===== src/rtl/d_frame_check.sv =====
// Frame checker downstream of the d-engine: validates frame length and framing,
// tags each forwarded word with its section, and extracts the per-frame saturation counts.
module d_frame_check #(
  parameter int unsigned DATA_LEN  = 1024,
  parameter int unsigned TRUNK_LEN = 16
) (
  input  logic        clk,
  input  logic        rstf,
  input  logic [31:0] t_data,
  input  logic        t_last,
  input  logic        t_valid,
  output logic        t_ready,
  output logic [31:0] i_data,
  output logic [1:0]  i_section,
  output logic        i_last,
  output logic        i_valid,
  input  logic        i_ready,
  input  logic [31:0] sat_limit,
  output logic [31:0] func0_sat,
  output logic [31:0] func1_sat,
  output logic        sat_alarm,
  output logic [31:0] frame_cnt,
  output logic [15:0] err_short,
  output logic [15:0] err_long,
  output logic        in_sync
);

  localparam int unsigned MAXL = (DATA_LEN > TRUNK_LEN) ? DATA_LEN : TRUNK_LEN;
  localparam int unsigned CW   = $clog2(MAXL) + 1;
  localparam logic [CW-1:0] DLAST = CW'(DATA_LEN - 1);
  localparam logic [CW-1:0] TLAST = CW'(TRUNK_LEN - 1);
  localparam logic [CW-1:0] TPEN  = CW'(TRUNK_LEN - 2);

  typedef enum logic [2:0] {
    S_SYNC,
    S_DATA,
    S_FUNC0,
    S_FUNC1,
    S_TRUNK
  } state_e;

  state_e        state_q, state_d;
  logic [CW-1:0] cnt_q, cnt_d;
  logic [31:0]   pend0_q, pend0_d;
  logic [31:0]   f0_q, f0_d, f1_q, f1_d;
  logic          alarm_q, alarm_d;
  logic [31:0]   fcnt_q, fcnt_d;
  logic [15:0]   es_q, es_d, el_q, el_d;

  logic [31:0]   od_q;
  logic [1:0]    osec_q;
  logic          olast_q, ov_q;

  logic          xfer;
  logic          fwd;
  logic [1:0]    sec;
  logic          sec_last;

  assign t_ready = ~ov_q | i_ready;
  assign xfer    = t_valid & t_ready;

  always_comb begin
    state_d  = state_q;
    cnt_d    = cnt_q;
    pend0_d  = pend0_q;
    f0_d     = f0_q;
    f1_d     = f1_q;
    alarm_d  = alarm_q;
    fcnt_d   = fcnt_q;
    es_d     = es_q;
    el_d     = el_q;
    fwd      = 1'b0;
    sec      = 2'd0;
    sec_last = 1'b0;
    if (xfer) begin
      case (state_q)
        S_SYNC: begin
          if (t_last) begin
            state_d = S_DATA;
            cnt_d   = '0;
          end
        end
        S_DATA, S_FUNC0, S_FUNC1: begin
          fwd = 1'b1;
          case (state_q)
            S_DATA:  sec = 2'd0;
            S_FUNC0: sec = 2'd1;
            default: sec = 2'd2;
          endcase
          if (t_last) begin
            sec_last = 1'b1;
            state_d  = S_DATA;
            cnt_d    = '0;
            if (es_q != '1) es_d = es_q + 16'd1;
          end else if (cnt_q == DLAST) begin
            sec_last = 1'b1;
            cnt_d    = '0;
            case (state_q)
              S_DATA:  state_d = S_FUNC0;
              S_FUNC0: state_d = S_FUNC1;
              default: state_d = S_TRUNK;
            endcase
          end else begin
            cnt_d = cnt_q + CW'(1);
          end
        end
        S_TRUNK: begin
          fwd = 1'b1;
          sec = 2'd3;
          if (cnt_q == TPEN) pend0_d = t_data;
          if (cnt_q == TLAST) begin
            sec_last = 1'b1;
            cnt_d    = '0;
            if (t_last) begin
              // good frame: publish counts, threshold sampled on this transfer only
              f0_d    = pend0_q;
              f1_d    = t_data;
              alarm_d = (pend0_q > sat_limit) | (t_data > sat_limit);
              fcnt_d  = fcnt_q + 32'd1;
              state_d = S_DATA;
            end else begin
              if (el_q != '1) el_d = el_q + 16'd1;
              state_d = S_SYNC;
            end
          end else if (t_last) begin
            sec_last = 1'b1;
            cnt_d    = '0;
            state_d  = S_DATA;
            if (es_q != '1) es_d = es_q + 16'd1;
          end else begin
            cnt_d = cnt_q + CW'(1);
          end
        end
        default: begin
          state_d = S_SYNC;
          cnt_d   = '0;
        end
      endcase
    end
  end

  always_ff @(posedge clk or negedge rstf) begin
    if (!rstf) begin
      state_q <= S_SYNC;
      cnt_q   <= '0;
      pend0_q <= '0;
      f0_q    <= '0;
      f1_q    <= '0;
      alarm_q <= 1'b0;
      fcnt_q  <= '0;
      es_q    <= '0;
      el_q    <= '0;
    end else begin
      state_q <= state_d;
      cnt_q   <= cnt_d;
      pend0_q <= pend0_d;
      f0_q    <= f0_d;
      f1_q    <= f1_d;
      alarm_q <= alarm_d;
      fcnt_q  <= fcnt_d;
      es_q    <= es_d;
      el_q    <= el_d;
    end
  end

  // Output slice: reloads whenever it can accept, holds while stalled
  always_ff @(posedge clk or negedge rstf) begin
    if (!rstf) begin
      ov_q    <= 1'b0;
      od_q    <= '0;
      osec_q  <= '0;
      olast_q <= 1'b0;
    end else if (t_ready) begin
      ov_q <= xfer & fwd;
      if (xfer & fwd) begin
        od_q    <= t_data;
        osec_q  <= sec;
        olast_q <= sec_last;
      end
    end
  end

  assign i_valid   = ov_q;
  assign i_data    = od_q;
  assign i_section = osec_q;
  assign i_last    = olast_q;
  assign func0_sat = f0_q;
  assign func1_sat = f1_q;
  assign sat_alarm = alarm_q;
  assign frame_cnt = fcnt_q;
  assign err_short = es_q;
  assign err_long  = el_q;
  assign in_sync   = (state_q != S_SYNC);

endmodule


===== config.mk =====
export PLATFORM = sky130hd
export DESIGN_NAME = d_frame_check
export DESIGN_NICKNAME = d
export VERILOG_FILES = /design/src/rtl/d_frame_check.sv
export SDC_FILE = /design/constraint.sdc
export NUM_CORES = 1
export LEC_CHECK = 0
export BUFFER_PORTS_ARGS = -buffer_cell sky130_fd_sc_hd__buf_2
export CORE_AREA = 2 2 163 165
export CTS_BUF_LIST = sky130_fd_sc_hd__clkbuf_4 sky130_fd_sc_hd__clkbuf_8
export CTS_CLUSTER_SIZE = 25
export DETAILED_ROUTE_END_ITERATION = 7
export DIE_AREA = 0 0 165 167
export PLACE_DENSITY = 0.65
export SLEW_MARGIN = 5
export SYNTH_ARGS = -nofsm -noshare
export SYNTH_HDL_FRONTEND = slang
export SYNTH_SLANG_ARGS = --single-unit

===== constraint.sdc =====
create_clock -name clk -period 2.9 [get_ports clk]
set_input_delay 0.145 -clock clk [delete_from_list [all_inputs] [get_ports clk]]
set_output_delay 0.145 -clock clk [all_outputs]
set_load 0.02 [all_outputs]

==> flow_metrics.env, run 1 <==
export IMPL_fin_tns_setup_ps=0
export IMPL_cp_required_ps=3260
export IMPL_rsz0062_at_grt="false"
export IMPL_reg2reg_depth=6
export IMPL_setup_viol=0
export IMPL_drive_gt1_frac=0.308
export IMPL_peakVddDrop_mv=0.521
export IMPL_start_util=0.396
export IMPL_holdPathEnd="state_q[2]"
export IMPL_antenna_left=0
export IMPL_max_slew_worst_pin_slew_ps=721
export IMPL_clock_sinks=211
export IMPL_antenna_found_initial=1
export IMPL_avgRoutedWirePerCell_um=15.7
export IMPL_min_from="t_valid"
export IMPL_postSynthCellCount=983
export IMPL_synth_top_area_frac=0.518
export IMPL_die_area_um2=27600
export IMPL_ys_flop_type="dfrtp_1"
export IMPL_grt_ovfl_total=0
export IMPL_synth_distinct_cells=49
export IMPL_track_usage=0.191
export IMPL_syn2layout_area_growth_pct=28.9
export IMPL_vias=8183
export IMPL_synth_edff_count=0
export IMPL_core_um2=25800
export IMPL_die_height_um=167
export IMPL_max_slew_margin=0.517
export IMPL_swShare=0.299
export IMPL_async_flop_share=1.00
export IMPL_insertion_delay_ps=510
export IMPL_grt_first_pass_wirelength_mm=42.2
export IMPL_drt_wl_total_mm=26.0
export IMPL_drv_slew=0
export IMPL_max_cap_violations=0
export IMPL_synth_area_top_cells="dfrtp_1 (52%), nand2_1 (8.8%), ha_1 (8.5%)"
export IMPL_dp_hpwl_mm=18.9
export IMPL_grt_max_degree=77
export IMPL_place_area_um2=11900
export IMPL_p_comb_frac=0.214
export IMPL_fin_crit_sh=0.915
export IMPL_ys_ff_latch=211
export IMPL_post_route_cell_area_um2=13100
export IMPL_cts_hold_fix_buffers=35
export IMPL_r2r_slack_ps=250
export IMPL_cts_setup_buffers=0
export IMPL_synth_most_common_cell="nand2_1"
export IMPL_portBuffers=235
export IMPL_cp_end_kind="flip-flop"
export IMPL_p_int_w=0.00588
export IMPL_syn_area_um2=10200
export IMPL_yosys_area_top_type="dfrtp_1"
export IMPL_drt_iter0_drc=378
export IMPL_path_class="flip-flop to flip-flop"
export IMPL_final_nets=1426
export IMPL_min_path_type="input port to flip-flop"
export IMPL_synth_common_cells="nand2_1 (238), dfrtp_1 (211), ha_1 (69)"
export IMPL_power_leakage_nw=7.15
export IMPL_max_freq_ghz=0.377
export IMPL_ios=236
export IMPL_r2r_start="cnt_q[8]"
export IMPL_hold_viol=0
export IMPL_root_buffer="clkbuf_8"
export IMPL_cts_max_level=2
export IMPL_vias_per_cell=4.95
export IMPL_yosys_warnings=0
export IMPL_hold_depth=4
export IMPL_worstSetupStartpointType="flip-flop"
export IMPL_clock_skew_ps=26.6
export IMPL_drt_pass1_iterations=4
export IMPL_grt_pass1_vias=8205
export IMPL_drc_errors=0
export IMPL_clockBufferDepth=3
export IMPL_power_frac_seq=0.415
export IMPL_synth_nets=1121
export IMPL_rows=59
export IMPL_clockPowerShare=0.372
export IMPL_outcome="completed"
export IMPL_cp_max_fo=35
export IMPL_min_period_ps=2650
export IMPL_reg2reg_to="func0_sat[0]"
export IMPL_post_cts_resized=0
export IMPL_p_per_area_nw_per_um2=638
export IMPL_cp_arrival_ps=3010
export IMPL_syn_avg_cell_area_um2=10.4
export IMPL_cts_tree="yes"
export IMPL_clk_pin_slew_ps=60
export IMPL_p_switching_w=0.00250
export IMPL_place_congestion=0.809
export IMPL_cts_buffers_inserted=39
export IMPL_synth_seq_area_share=0.518
export IMPL_die_w_um=165
## critical path, stage by stage (launching register included)
cell and delay [ps]:
dfrtp_1 430, or4_4 560, or3_4 420, or3_2 580, buf_4 300, nand2_1 110, o21ai_0 70
## layer usage
metal / GRT usage / routed length [um]
met5: 0 / 13
met1: 0.255 / 11500
met3: 0.0468 / 1700
met4: 0.0563 / 593
met2: 0.306 / 12100
## final cells by class
| type | instances | area [um^2] |
|---|---|---|
| clock inverters | 9 | 101 |
| repair buffers | 293 | 1760 |
| flip-flops and latches | 211 | 5280 |
| multi-input cells | 700 | 4650 |
| fillers | 2346 | 12600 |
| clock buffers | 61 | 771 |
| diodes | 1 | 2.50 |
| well taps | 335 | 419 |
| inverters | 43 | 161 |
## metrics by stage
step	setup WS, ps	std cells	utilization	total power [W]	hold WS [ps]
finish	247	1653	0.510	0.00839	51.3
CTS	222	1652	0.510	0.00850	8.50
floorplan	467	983	-	0.00460	-151
detailed placement	240	1547	0.463	0.00529	175
global route	138	1652	0.510	0.00885	76.8
global placement	292	1547	0.463	0.00524	169
## kinds of logic (layout without fill, tap and decap cells)
family,count (synthesis),after routing,share of synthesized area
fa+ha+maj,69,69,0.0847
other cells,0,1,0
mux,65,65,0.0718
xor+xnor,61,61,0.0524
simple gates,408,408,0.185
compound gates,97,97,0.0597
flops,211,211,0.518
buf+inv,72,406,0.0280
## registers in the layout, summed over array words and instances (netlist names)
signal / count
i_valid: 1
i_data: 32
pend0_q: 32
err_short: 16
sat_alarm: 1
err_long: 16
func1_sat: 32
func0_sat: 32
state_q: 3
i_section: 2
frame_cnt: 32
cnt_q: 11
i_last: 1
## worst max path at each step
stage | endpoint | slack [ps] | cells past startpoint | from
final | func0_sat[0] | 250 | 6 | cnt_q[8]
after global routing | func0_sat[0] | 140 | 6 | cnt_q[8]
after CTS | func0_sat[0] | 220 | 6 | cnt_q[8]
after detailed placement | func1_sat[0] | 240 | 6 | cnt_q[7]
after global placement | func1_sat[0] | 290 | 6 | cnt_q[8]
after floorplan | err_long[13] | 470 | 7 | cnt_q[7]
## power groups by stage
stage	Sequential, W	Combinational (W)	Clock (W)
global route	0.00352	0.00198	0.00335
detailed placement	0.00352	0.00177	0
global placement	0.00350	0.00174	0
floorplan	0.00385	0.000758	0
CTS	0.00348	0.00181	0.00321
finish	0.00348	0.00179	0.00312
## cell usage in the layout (no fill, tap or decap), types with 11 or more instances in the layout
master / instances
nand2_1: 238
buf_2: 234
dfrtp_1: 211
ha_1: 69
mux2_2: 65
clkbuf_8: 50
inv_1: 43
xnor2_1: 43
dlygate4sd3_1: 35
nand4_1: 34
nand3_1: 32
nor2_1: 30
o21ai_0: 29
a21oi_1: 28
buf_4: 19
xor2_1: 18
and3_1: 14
clkbuf_4: 11
No activity file was read; power rests on OpenSTA's default activity.
==> run 2, diff against run 1 <==
clock period = 3.28 ns   (was 2.9 ns; I/O delays follow)
==> run 2 against run 1 <==
Setup slack better by 240 ps. Routed wire length up 1.0%. Clock-buffer cell count down 1. Critical path depth up 1. Maximum frequency down 4.9%. Register-to-register slack better by 240 ps. Total power down 14%. Via count down 1.3%. Combinational power down 13%. Clock skew down 11 ps. Non-clock buffer count down 9.
==> flow_metrics.env, run 2 (synthesis gave the netlist of run 1 again) <==
export IMPL_path_class="flip-flop to flip-flop"
export IMPL_place_inst=1538
export IMPL_die_area_um2=27600
export IMPL_clock_skew_ps=16.0
export IMPL_cp_max_fo=14
export IMPL_track_usage=0.192
export IMPL_antenna_left=0
export IMPL_final_cell_mix="nand2_1 (238), buf_2 (234), dfrtp_1 (211), ha_1 (69), mux2_2 (65)"
export IMPL_cp_slowest_cell="or3_2"
export IMPL_core_um2=25800
export IMPL_cp_arrival_ps=3180
export IMPL_peakVddDrop_mv=0.411
export IMPL_cpPeakStageDelay_ps=650
export IMPL_rows=59
export IMPL_syn2layout_area_growth_pct=27.3
export IMPL_cp_end_kind="flip-flop"
export IMPL_power_leakage_nw=7.06
export IMPL_cp_num_buf_inv=2
export IMPL_fin_tns_setup_ps=0
export IMPL_cts_setup_buffers=0
export IMPL_post_cts_resized=0
export IMPL_swShare=0.305
export IMPL_p_per_area_nw_per_um2=553
export IMPL_p_switching_w=0.00218
export IMPL_multi_input_area_um2=4650
export IMPL_grt_max_degree=91
export IMPL_p_comb_frac=0.217
export IMPL_die_w_um=165
export IMPL_cts_tree="yes"
export IMPL_root_buffer="clkbuf_8"
export IMPL_cts_buffers_inserted=38
export IMPL_grt_pass1_vias=8054
export IMPL_drt_iter0_drc=336
export IMPL_avgRoutedWirePerCell_um=16.0
export IMPL_fin_crit_sh=0.850
export IMPL_insertion_delay_ps=520
export IMPL_die_height_um=167
export IMPL_grt_first_pass_wirelength_mm=42.4
export IMPL_min_period_ps=2790
export IMPL_ios=236
export IMPL_preCtsSetupSlack_ps=498
export IMPL_max_cap_violations=0
export IMPL_max_slew_worst_pin_slew_ps=727
export IMPL_clock_sinks=211
export IMPL_max_slew_margin=0.511
export IMPL_drv_slew=0
export IMPL_fin_ws_ps=491
export IMPL_outcome="completed"
export IMPL_clk_pin_slew_ps=60
export IMPL_grt_ovfl_total=0
export IMPL_final_common_cell="nand2_1"
export IMPL_drive_gt1_frac=0.301
export IMPL_clockPowerShare=0.353
export IMPL_vias=8080
export IMPL_start_util=0.396
export IMPL_clockBufferDepth=3
export IMPL_power_frac_seq=0.430
export IMPL_final_nets=1416
export IMPL_place_congestion=0.822
export IMPL_final_seq_area_um2=5280
export IMPL_drt_wl_total_mm=26.2
export IMPL_worstSetupStartpointType="flip-flop"
export IMPL_cts_max_level=2
export IMPL_fin_hold_ws_ps=72.1
export IMPL_nFillCells=2363
export IMPL_hold_viol=0
export IMPL_cp_cell_sequence="or4_4, or3_4, or3_2, buf_4, buf_4, nand2_1, nand2_1"
export IMPL_drc_errors=0
export IMPL_max_freq_ghz=0.359
export IMPL_cts_hold_fix_buffers=35
export IMPL_dp_hpwl_mm=19.1
export IMPL_final_cells=1641
export IMPL_critical_path_top_delay_family="simple AND/OR/NAND/NOR gates"
export IMPL_vias_per_cell=4.92
export IMPL_antenna_found_initial=2
export IMPL_portBuffers=235
export IMPL_setup_viol=0
export IMPL_min_path_type="input port to flip-flop"
export IMPL_drt_pass1_iterations=5
export IMPL_cp_required_ps=3670
export IMPL_p_int_w=0.00499
export IMPL_rsz0062_at_grt="false"
==> run 2: changes by cell type in the layout (fill, tap and decap cells not counted), sizes merged <==
cell,previous run,this run
buf,258,249
bufinv,2,0
clkbuf,61,60
==> run 2: layer usage <==
layer | GRT usage | up-vias | wire (um)
li1 | - | 3978 | -
met1 | 0.252 | 3842 | 11600
met2 | 0.318 | 220 | 12600
met3 | 0.0433 | 38 | 1510
met4 | 0.0552 | 2 | 504
met5 | 0 | - | 13
==> run 2: final timing paths <==
check / endpoint / from / depth (start not counted) / slack (ps)
worst max-delay path: func0_sat[25] / cnt_q[7] / 7 / 490
worst min-delay path: state_q[2] / t_valid / 4 / 70
worst max register to register: func0_sat[25] / cnt_q[7] / 7 / 490
worst min register to register: func0_sat[14] / func0_sat[14] / 2 / 460
max in group asynchronous: pend0_q[8] / rstf / 3 / 2030
min in group asynchronous: frame_cnt[24] / rstf / 2 / 290
==> run 2: final cells by class <==
cell class	instances	share of cell area
repair buffers	284	0.128
clock inverters	7	0.00338
flip-flops and latches	211	0.407
multi-input cells	700	0.358
clock buffers	60	0.0579
well taps	335	0.0323
inverters	43	0.0124
diodes	1	0.000193
==> run 2: power by group through the flow <==
stage          Sequential [W]  Combinational, W  Clock, W
2_1_floorplan         0.00340          0.000670         0
3_3_place_gp          0.00311           0.00151         0
3_5_place_dp          0.00313           0.00154         0
4_1_cts               0.00308           0.00157   0.00262
5_1_grt               0.00313           0.00170   0.00275
6_report              0.00309           0.00156   0.00253
==> run 2: worst min-delay path, stage by stage <==
cell,delay [ps]
buf_2,100
nand2_1,110
nand2_1,90
o21ai_0,80
==> run 2: stage by stage <==
step                instance area [um^2]   util  total power, W
CTS                                13000  0.503         0.00728
detailed placement                 11800  0.459         0.00467
global placement                   11800  0.459         0.00462
floorplan                          10200      -         0.00407
finish                             13000  0.504         0.00717
global route                       13000  0.504         0.00758
==> run 3, diff against run 2 <==
ABC_AREA = 1   (was not set)
BUFFER_PORTS_ARGS = not set   (was -buffer_cell sky130_fd_sc_hd__buf_2)
CORE_AREA = 2 2 169 171   (was 2 2 163 165)
DIE_AREA = 0 0 171 173   (was 0 0 165 167)
DONT_BUFFER_PORTS = 1   (was not set)
PLACE_DENSITY = 0.57   (was 0.65)
==> run 3 against run 2 <==
The run now ends with negative hold slack left. Maximum frequency shrank 7.4%. Worst hold slack worse by 730 ps. Routed wire length grew 9.8%. Design area shrank 3.5%. Non-clock buffer count decreased by 243. Combinational power shrank 49%. Clock power increased by 11%. Global-route usage rose by 0.36 points. First-iteration DRC count increased by 57%. Critical path type unchanged. Largest cell class unchanged.
==> flow_metrics.env, run 3 <==
export IMPL_ys_ff_latch=211
export IMPL_max_slew_worst_pin_slew_ps=1070
export IMPL_avgRoutedWirePerCell_um=16.5
export IMPL_cp_arrival_ps=3420
export IMPL_worstSetupStartpointType="flip-flop"
export IMPL_reg2reg_to="pend0_q[17]"
export IMPL_min_period_ps=3010
export IMPL_r2r_slack_ps=270
export IMPL_async_flop_share=1.00
export IMPL_synth_edff_count=0
export IMPL_start_util=0.398
export IMPL_vias=8614
export IMPL_drt_wl_total_mm=28.8
export IMPL_final_common_cell="nand2_1"
export IMPL_synthXorXnorAreaFrac=0.0486
export IMPL_die_height_um=173
export IMPL_clock_sinks=211
export IMPL_postSynthCellCount=1291
export IMPL_root_buffer="clkbuf_8"
export IMPL_cts_setup_buffers=0
export IMPL_drt_pass1_iterations=5
export IMPL_track_usage=0.196
export IMPL_path_class="flip-flop to flip-flop"
export IMPL_p_switching_w=0.00227
export IMPL_antenna_found_initial=0
export IMPL_dp_hpwl_mm=20.4
export IMPL_fin_tns_setup_ps=0
export IMPL_synth_distinct_cells=41
export IMPL_met1_length_mm=12.9
export IMPL_outcome="finished, violations left"
export IMPL_clockPowerShare=0.393
export IMPL_cp_required_ps=3690
export IMPL_synth_top_area_frac=0.481
export IMPL_yosys_area_top_type="dfrtp_1"
export IMPL_grt_pass1_vias=8622
export IMPL_highest_layer="met4"
export IMPL_cts_buffers_inserted=40
export IMPL_power_frac_seq=0.496
export IMPL_ios=236
export IMPL_vias_per_cell=4.93
export IMPL_yosys_warnings=0
export IMPL_drc_errors=0
export IMPL_cts_tree="yes"
export IMPL_clk_pin_slew_ps=60
export IMPL_reg2reg_depth=7
export IMPL_syn2layout_area_growth_pct=14.0
export IMPL_final_cell_mix="nand2_1 (402), dfrtp_1 (211), inv_1 (138), nor2_1 (78), ha_1 (69)"
export IMPL_met3_length_mm=2.16
export IMPL_cts_hold_fix_buffers=36
export IMPL_antenna_left=0
export IMPL_min_path_type="input port to async pin"
export IMPL_clockBufferDepth=3
export IMPL_power_leakage_nw=6.30
export IMPL_drv_slew=0
export IMPL_synth_compound_area_frac=0.0923
export IMPL_p_comb_frac=0.111
export IMPL_core_um2=27600
export IMPL_grt_first_pass_wirelength_mm=46.7
export IMPL_drive_gt1_frac=0.0904
export IMPL_fin_crit_sh=0.918
export IMPL_nFillCells=2771
export IMPL_synthAdderAreaFrac=0.0786
export IMPL_synth_simple_gate_area_frac=0.225
export IMPL_syn_avg_cell_area_um2=8.51
export IMPL_clock_skew_ps=17.6
export IMPL_max_slew_margin=0.290
export IMPL_synthMuxAreaShare=0.00547
export IMPL_synth_top_family_by_area="simple AND/OR/NAND/NOR gates"
export IMPL_synth_nets=1429
export IMPL_ys_flop_type="dfrtp_1"
export IMPL_max_cap_violations=0
export IMPL_hold_viol=211
export IMPL_setup_viol=0
export IMPL_rows=61
export IMPL_peakVddDrop_mv=0.354
export IMPL_portBuffers=0
export IMPL_wl_met2_mm=13.0
export IMPL_power_w=0.00713
export IMPL_cp_end_kind="flip-flop"
export IMPL_swShare=0.318
export IMPL_die_w_um=171
export IMPL_finalCoreUtilization=0.453
export IMPL_synth_most_common_cell="nand2_1"
export IMPL_fin_hold_ws_ps=-658
export IMPL_die_area_um2=29600
export IMPL_failed_checks="negative hold slack"
export IMPL_synth_common_cells="nand2_1 (402), dfrtp_1 (211), inv_1 (139)"
export IMPL_final_nets=1478
export IMPL_fin_ws_ps=269
export IMPL_antennaDiodeCount=0
export IMPL_r2r_start="i_valid"
export IMPL_cp_max_fo=39
export IMPL_syn_area_um2=11000
export IMPL_p_int_w=0.00486
export IMPL_post_cts_resized=0
export IMPL_preCtsSetupSlack_ps=820
export IMPL_p_per_area_nw_per_um2=569
export IMPL_insertion_delay_ps=530
export IMPL_grt_ovfl_total=0
export IMPL_rsz0062_at_grt="false"
export IMPL_drt_iter0_drc=529
export IMPL_place_congestion=0.848
export IMPL_cts_max_level=2
export IMPL_synth_seq_area_share=0.481
export IMPL_synth_area_top_cells="dfrtp_1 (48%), nand2_1 (14%), ha_1 (7.9%)"
export IMPL_place_area_um2=11300
export IMPL_max_freq_ghz=0.332
export IMPL_grt_max_degree=212
export IMPL_post_route_cell_area_um2=12500
run 3: cell count changes after synthesis, moves of 12 or more:
cell / delta
o21ai_1: +45
nor3_1: +12
o21ai_2: +19
xor2_1: +28
nor2_1: +48
xnor2_1: -28
mux2_2: -65
and3_1: -13
nand2_1: +164
inv_1: +96
o21ai_0: +39
clkbuf_1: -14
run 3: logic make-up (layout without fill, tap and decap cells):
kind of cell | Yosys count | in the layout
fa+ha+maj | 69 | 69
simple gates | 588 | 588
compound gates | 181 | 181
xor+xnor | 61 | 61
flops | 211 | 211
buf+inv | 177 | 257
mux | 4 | 4
run 3: final cells by class:
type,instances,area [um^2],area share
Timing Repair Buffer,41,398,0.0318
Clock inverter,7,65.1,0.00520
Inverter,143,538,0.0430
Sequential cell,211,5280,0.422
Clock buffer,66,827,0.0661
Multi-Input combinational cell,903,4940,0.394
Tap cell,378,473,0.0378
run 3: worst max-delay path by stage:
| stage | end | start | cells past startpoint |
|---|---|---|---|
| 2_1_floorplan | err_long[11] | err_long[0] | 7 |
| 3_3_place_gp | pend0_q[21] | i_valid | 6 |
| 3_5_place_dp | pend0_q[13] | i_valid | 6 |
| 4_1_cts | pend0_q[17] | i_valid | 7 |
| 5_1_grt | pend0_q[22] | i_valid | 7 |
| 6_report | pend0_q[17] | i_valid | 7 |
run 3: critical path: stages, from the launching register on:
cell and delay [ps]:
dfrtp_1 470, a21boi_2 300, dlygate4sd3_1 640, nand2_2 80, or3_2 840, buf_4 390, nand2_1 110, o21ai_2 50
run 3: per-layer routing:
metal,global-route usage,vias to the layer above
li1,-,4251
met1,0.263,4051
met2,0.310,261
met3,0.0531,51
met4,0.0565,0
met5,0,-
run 3: stage by stage:
stage / cells / hold WS, ps
after floorplan: 1291 / -132
after global placement: 1640 / -122
after detailed placement: 1640 / -126
after CTS: 1749 / -702
after global routing: 1749 / -700
final: 1749 / -658
run 3: power groups by stage:
stage	clock network [W]	registers (W)	logic (W)
after floorplan	0	0.00349	0.000608
after global placement	0	0.00357	0.000738
after detailed placement	0	0.00358	0.000756
after CTS	0.00290	0.00354	0.000800
after global routing	0.00302	0.00358	0.000939
final	0.00280	0.00354	0.000788
